$ cat src/rtl/fire_out_packer.sv
// Write-side packer: gathers four 16-lane result beats into one 64-lane activation
// word, applies optional ReLU, and drives the ping-pong activation memory write port.
module fire_out_packer #(
  parameter int DW        = 16,
  parameter int LANES_IN  = 16,
  parameter int LANES_OUT = 64,
  parameter int AW        = 32
) (
  input  logic                    clk,
  input  logic                    rst,
  input  logic                    relu_en,
  input  logic [AW-1:0]           base_addr,
  input  logic [2:0]              firesel_in,
  input  logic                    in_valid,
  output logic                    in_ready,
  input  logic [LANES_IN*DW-1:0]  in_data,
  input  logic                    in_last,
  input  logic                    mem_ready,
  output logic                    wren,
  output logic [AW-1:0]           address1,
  output logic [2:0]              firesel,
  output logic [LANES_OUT*DW-1:0] datain,
  output logic                    bank,
  output logic                    layer_done
);

  localparam int NB = LANES_OUT / LANES_IN;
  localparam int BW = LANES_IN * DW;
  localparam int CW = $clog2(NB);

  logic [CW-1:0] beat_cnt;
  logic [AW-1:0] word_idx;
  logic [AW-1:0] base_q;
  logic [2:0]    fire_q;
  logic          pend;
  logic          last_pend;
  logic          in_layer;
  logic [BW-1:0] stage [NB-1];

  logic                    accept;
  logic                    wr_done;
  logic                    layer_end;
  logic                    layer_open;
  logic                    complete;
  logic [AW-1:0]           cur_base;
  logic [2:0]              cur_fire;
  logic [AW-1:0]           word_sel;
  logic [BW-1:0]           beat_relu;
  logic [LANES_OUT*DW-1:0] packed_word;

  assign wren       = pend;
  assign in_ready   = rst && (!pend || mem_ready);
  assign accept     = in_valid && in_ready;
  assign wr_done    = pend && mem_ready;
  assign layer_end  = wr_done && last_pend;
  // A beat accepted in the same cycle the layer's last word retires starts the next layer.
  assign layer_open = in_layer && !layer_end;
  assign complete   = accept && ((beat_cnt == CW'(NB - 1)) || in_last);
  assign cur_base   = layer_open ? base_q : base_addr;
  assign cur_fire   = layer_open ? fire_q : firesel_in;
  assign word_sel   = layer_end ? '0 : (word_idx + AW'(wr_done));

  // NOTE: every always_comb output gets a default first so no latch is inferred.
  always_comb begin
    beat_relu = in_data;
    for (int i = 0; i < LANES_IN; i++) begin
      if (relu_en && in_data[i*DW + DW - 1]) beat_relu[i*DW +: DW] = '0;
    end
  end

  always_comb begin
    packed_word = '0;
    for (int k = 0; k < NB - 1; k++) begin
      if (int'(beat_cnt) > k) packed_word[k*BW +: BW] = stage[k];
    end
    packed_word[int'(beat_cnt)*BW +: BW] = beat_relu;
  end

  // NOTE: sequential state uses non-blocking assignments only; later assignments in the
  // block deliberately override earlier ones (e.g. a new transfer keeps pend set).
  always_ff @(posedge clk or negedge rst) begin
    if (!rst) begin
      beat_cnt   <= '0;
      word_idx   <= '0;
      base_q     <= '0;
      fire_q     <= '0;
      pend       <= 1'b0;
      last_pend  <= 1'b0;
      in_layer   <= 1'b0;
      address1   <= '0;
      firesel    <= '0;
      datain     <= '0;
      bank       <= 1'b0;
      layer_done <= 1'b0;
      // NOTE: the staging array is small and register-based, so it is reset along with
      // everything else; no partial beat survives a reset.
      for (int k = 0; k < NB - 1; k++) stage[k] <= '0;
    end else begin
      layer_done <= layer_end;

      if (layer_end) begin
        bank     <= ~bank;
        word_idx <= '0;
        in_layer <= 1'b0;
      end else if (wr_done) begin
        word_idx <= word_idx + AW'(1);
      end

      if (wr_done) begin
        pend      <= 1'b0;
        last_pend <= 1'b0;
      end

      if (accept) begin
        in_layer <= 1'b1;
        if (!layer_open) begin
          base_q <= base_addr;
          fire_q <= firesel_in;
        end
        if (complete) begin
          datain    <= packed_word;
          address1  <= cur_base + word_sel * AW'(LANES_OUT);
          firesel   <= cur_fire;
          pend      <= 1'b1;
          last_pend <= in_last;
          beat_cnt  <= '0;
        end else begin
          stage[beat_cnt] <= beat_relu;
          beat_cnt        <= beat_cnt + CW'(1);
        end
      end
    end
  end

endmodule

$ cat config.mk
export PLATFORM = sky130hd
export DESIGN_NAME = fire_out_packer
export DESIGN_NICKNAME = d
export VERILOG_FILES = /design/src/rtl/fire_out_packer.sv
export SDC_FILE = /design/constraint.sdc
export NUM_CORES = 2
export LEC_CHECK = 0
export CORE_AREA = 2 2 531 533
export CTS_BUF_LIST = sky130_fd_sc_hd__clkbuf_2
export CTS_CLUSTER_DIAMETER = 200
export DETAILED_ROUTE_END_ITERATION = 8
export DIE_AREA = 0 0 533 535
export PLACE_DENSITY = 0.57
export SYNTH_ARGS = -nofsm -noshare
export SYNTH_HDL_FRONTEND = slang
export SYNTH_SLANG_ARGS = --single-unit
$ cat constraint.sdc
create_clock -name clk -period 4.2 [get_ports clk]
set_input_delay 0.84 -clock clk [delete_from_list [all_inputs] [get_ports clk]]
set_output_delay 0.84 -clock clk [all_outputs]
set_load 0.02 [all_outputs]
* Word level (Yosys, flattened, before mapping)
Cells that the tools add are included.
** Storage, ports and cells
- Flip-flop bits (word level) :: 1901
- Bits of input ports :: 297
- Output and inout bits :: 1063
- Word-level logic and storage cells :: 99
** Cells by class
- Add/sub/neg operators :: 5
- Order comparisons :: 5
- Eq/ne operators :: 1
- Shifts and indexed selects :: 2
- Mux-type cells :: 37
- Bitwise operators :: 3
- Reduce and logical (&&, ||, !) cells :: 31
** Operators by type and width (number)
- bitwise mux 1024 bit :: 1
- two-way mux 256 bit :: 4
- variable shift 256 x 33 -> 1024 bit (first input constant) :: 1
- variable part select 256 x 33 -> 1024 bit :: 1
- bitwise mux 768 bit :: 1
- demux 256 bit (select 2 bit) :: 1
- two-way mux 16 bit :: 16
- two-way mux 32 bit :: 3
- negation 10 -> 33 bit :: 1
- adder 32 x 1 -> 32 bit (second input constant) :: 1
- adder 32 bit :: 1
- adder 26 x 1 -> 26 bit :: 1
- two-way mux 26 bit :: 1
- logical AND 1 bit :: 23
- two-way mux 1 bit :: 8
- > comparator 2 x 1 -> 1 bit (second input constant) :: 2
- AND reduction 2 bit :: 2
- nonzero test 2 bit :: 2
- >= comparator 3 bit (second input constant) :: 1
- < comparator 3 x 1 -> 1 bit (second input constant) :: 1
- two-way mux 3 bit :: 1
- inverter 2 -> 3 bit :: 1
- adder 2 x 1 -> 2 bit (second input constant) :: 1
- == test 2 bit (second input constant) :: 1
- 5 further kinds :: 8

* Depth between registers and ports, before layout
- Word-level depth :: 7
- Depth in mapped cells :: 18
- Gate-level depth less buffers :: 17

* Worst setup path before layout
OpenSTA, ideal clock, no wires.
- Path type :: input-to-reg
- From :: input mem_ready
- To :: register address1[30]
- Setup time :: 0.129 ns
- Arrival time :: 3.849 ns
- Required time :: 4.071 ns
- Setup slack :: 0.222 ns
- Cell stages on the path :: 15
- Path buffers :: 1
- Path through :: nand2_1 > inv_2 > nand2_1 > nand2_1 > clkbuf_1 > mux2_2 > ha_1 > fa_1 > a21o_1 > nand4_1 > a211oi_1 > a211o_1 > a31oi_1 > xor2_1 > o21ai_1
** Between the ends
- Cells in the longest elaborated chain, start to end :: 6
** RTL lines
- start, declared :: line 18 : input logic mem_ready,
- logical AND 1 bit :: line 54 : assign wr_done = pend && mem_ready;
- logical AND 1 bit :: line 55 : assign layer_end = wr_done && last_pend;
- zero test 1 bit :: line 57 : assign layer_open = in_layer && !layer_end;
- logical AND 1 bit :: line 57
- two-way mux 32 bit
- net cur_base[6] :: line 45 : logic [AW-1:0] cur_base;
- adder 32 bit :: line 122 : address1 <= cur_base + word_sel * AW'(LANES_OUT);
- end signal, assigned :: line 122
- end, declared :: line 20 : output logic [AW-1:0] address1,
The timed path passes the listed nets, and every way through them passes these cells.
A chain may end at the register's enable or synchronous reset.

* Worst setup path in the final report
- From :: input rst
- To :: output in_ready
** Between the ends
- Cells in the longest elaborated chain, start to end :: 1
** RTL lines
- start, declared :: line 10 : input logic rst,
- logical AND 1 bit :: line 52 : assign in_ready = rst && (!pend || mem_ready);
- end, declared :: line 15 : output logic in_ready,
No other way between the ends.

==> qor.txt <==
Final Skew = 168.2 ps
die extent in x = 533 um
R2R Setup Slk = 450 ps
reg2reg path depth = 16
clk sinks = 1895
port buffer count = 1359
DR DRC count = 0
clock tree buffer depth = 4
CTS root buffer = clkbuf_2
First-pass DRT Iterations = 6
register area = 0.04743 sq mm
Initial Util = 27.95%
vias after detailed routing = 70.28k
max cap viols = 0
largest net degree at the start of global routing = 167
CP bufs+invs = 5
final core utilization = 37.94%
compound-gate portion of the synthesized area = 22.43%
flops & latches, synth = 1895
1st-iter DRT viols = 5840
Min-Delay Path Class = in -> async
period utilization = 96.87%
peak supply drop = 0.0002590 V
Die Y = 535 um
Detail Placement HPWL = 233.0 mm
Arr. time, crit path = 3230 ps
area of the multi-input gates = 0.02772 sq mm
CP top delay family = buffers and inverters
I/O pin count = 1360
Rel. slew slack = 14.09%
post-CTS setup repair buffer count = 0
setup violators final = 0
synth cell count leaders = dfrtp_1, nand2_1, o21ai_0, a32oi_1, clkbuf_1
Crit. End Element = primary output
final-stage net count = 9797
status = finished clean
xor-xnor portion of the synthesized cell area = 0.6855%
die area = 0.2852 sq mm
Synth Area in Adders = 0.5875%
Crit Path Class = in -> out
Synth area leaders = dfrtp_1, o21ai_0, nand2_1
vias in the first global route = 70.72k
initial antenna violation count = 37
count leader, synth = dfrtp_1
Slew Limit Fails = 0
H-tree levels = 6
GRT overflow = 0
area leader, netlist = dfrtp_1
total global-route track usage = 22.97%
worst-margin pin slew = 1289 ps
Cell Area, Synth = 0.07794 sq mm
async set-reset flop share out of synthesis = 100.0%
fraction of layout cells with a size suffix above 1 = 12.45%
Post-Layout Cell Count = 13.57k
Worst path max stage delay = 640 ps
Worst Setup EP = in_ready
area grow syn2layout = 35.76%
via/cell ratio = 5.180
Clock transition at path regs = 90 ps
routed wire length = 338.7 mm
CP Launch Point = rst
CTS Buf Count = 534
Synth cell types = 64
Mapped Nets = 7903
RD Place Congestion = 0.8901
setup tns final = 0 ps
Max Fclk = 245.8 MHz
Fillers = 27.65k
Avg WL per Cell = 24.97 um
core area = 0.2789 sq mm
post-synthesis cell count = 7570
sequential area share after synthesis = 60.84%
placed cell area = 0.09674 sq mm
Post-synth EDFFs = 0
slowest CP cell = dlygate4sd3_1
critical path launch point type = primary input
multiplexer share of the synthesized area = 1.011%
CTS tree = done
final hold viol count = 0
Final Instance Area = 0.1058 sq mm
CP Depth = 6
worst-path maximum fanout = 46
post-synth top area share = 60.84%
PwrDens = 504.4 mW/mm^2
FP Rows = 194
worst reg2reg startpoint = wren
placed insts = 12.22k
RSZ-0062 raised after global routing = no
Cell Chain, Critical Path = dlygate4sd3_1 > buf_16 > dlygate4sd3_1 > buf_16 > and2_4 > clkdlybuf4s15_2
largest family of logic cells by synthesized area = compound AO/OA/AOI/OAI gates
Worst R2R End = address1[29]
synth warn = 0
post-layout min period = 4068 ps
global-route wire length before repair = 493.8 mm
Mapped Avg Cell Area = 10.30 sq um
Primary FF master, synth = dfrtp_1
simple-gate share of the synthesized area = 10.68%
CP Data Required Time = 3360 ps
Antenna Violating Nets Remaining = 0
P_leak = 45.70 nW
Skew-Pair Late Insertion Delay = 1930 ps
[cells in the final DEF (no fill, tap or decap), types with 19 or more instances in the layout]
master,count
a21oi_1,34
a221oi_1,49
a32o_1,241
a32oi_1,720
buf_12,85
buf_4,213
clkbuf_2,751
clkdlybuf4s50_1,1275
clkinv_1,75
dfrtp_1,1891
diode_2,22
dlygate4sd2_1,81
dlygate4sd3_1,435
ha_1,35
mux2_2,62
nand2_1,1810
nand2b_1,19
nand3_1,22
nor2_1,163
nor2b_1,19
o21ai_0,1537
xnor2_1,25
xor2_1,36
[metrics by stage]
stage / hold WS (ps) / worst slack [ps] / power, W
2_1_floorplan: 449.8 / 222.1 / 0.03179
3_3_place_gp: 461.2 / -421.3 / 0.03922
3_5_place_dp: 468.4 / -339.6 / 0.03962
4_1_cts: 0.6124 / 0.5447 / 0.05394
5_1_grt: 89.58 / 45.39 / 0.05655
6_report: 190.9 / 131.6 / 0.05337
[worst register-to-register path, delay by kind of cell (launching register included)]
family                     cells  cell delay, ps
AOI/OAI and AO/OA              4             680
xor gates and xnor gates       1             160
adders and majority gates      2             540
buffers and inverters          1              80
DFF                            1             460
and+or+nand+nor                8            1660
[area by class of cell]
cell class	instances	area share (%)
inverter	7	0.02483
antenna	22	0.05203
clock inverter	142	0.9200
tap	3724	4.404
sequential	1895	44.82
multi-input combinational	4934	26.20
timing repair buffer	2092	20.03
clock buffer	751	3.552
[cell families (layout without fill, tap and decap cells)]
family / Yosys count / in the layout
AO/OA/AOI/OAI: 2639 / 2639
AND/OR/NAND/NOR: 2127 / 2127
flip-flops: 1895 / 1895
buffers and inverters: 741 / 2992
multiplexers: 71 / 71
XOR/XNOR: 61 / 61
adder cells (fa/ha/maj): 36 / 36
other: 0 / 22
[flip-flops by register name (all words and copies together), names as in the netlist, 2 cells and up]
register	flops
address1	32
base_q	32
beat_cnt	2
datain	1024
fire_q	3
firesel	3
stage	768
word_idx	26
[how the worst min path moves through the flow]
| stage | from | endpoint | slack (ps) | cells past startpoint |
|---|---|---|---|---|
| 2_1_floorplan | stage[159] | stage[159] | 450 | 2 |
| 3_3_place_gp | stage[713] | stage[713] | 460 | 2 |
| 3_5_place_dp | address1[7] | address1[7] | 470 | 2 |
| 4_1_cts | rst | datain[587] | 0.6 | 5 |
| 5_1_grt | rst | datain[587] | 90 | 4 |
| 6_report | rst | datain[587] | 190 | 4 |
[report_power, final]
part / switching (W) / internal [W]
logic: 0.00859 / 0.00555
registers: 0.00280 / 0.0226
clock network: 0.00840 / 0.00543
total: 0.0198 / 0.0336
[what timing repair did]
action	4_1_cts	5_1_grt
pin swaps	0	0
hold endpoints to repair	3757	0
endpoints found under the setup margin	84	1
gates resized for setup	89	1
hold buffers	437	0
[per-layer routing]
layer / part of all wire [%] / wire (um) / track usage, %
met3: 8.7 / 29590 / 6.815
met1: 41 / 139900 / 29.37
met5: 0.054 / 183 / 0
met2: 45 / 151300 / 35.34
met4: 5.2 / 17710 / 11.41
Power figures use the tool's default switching activity.
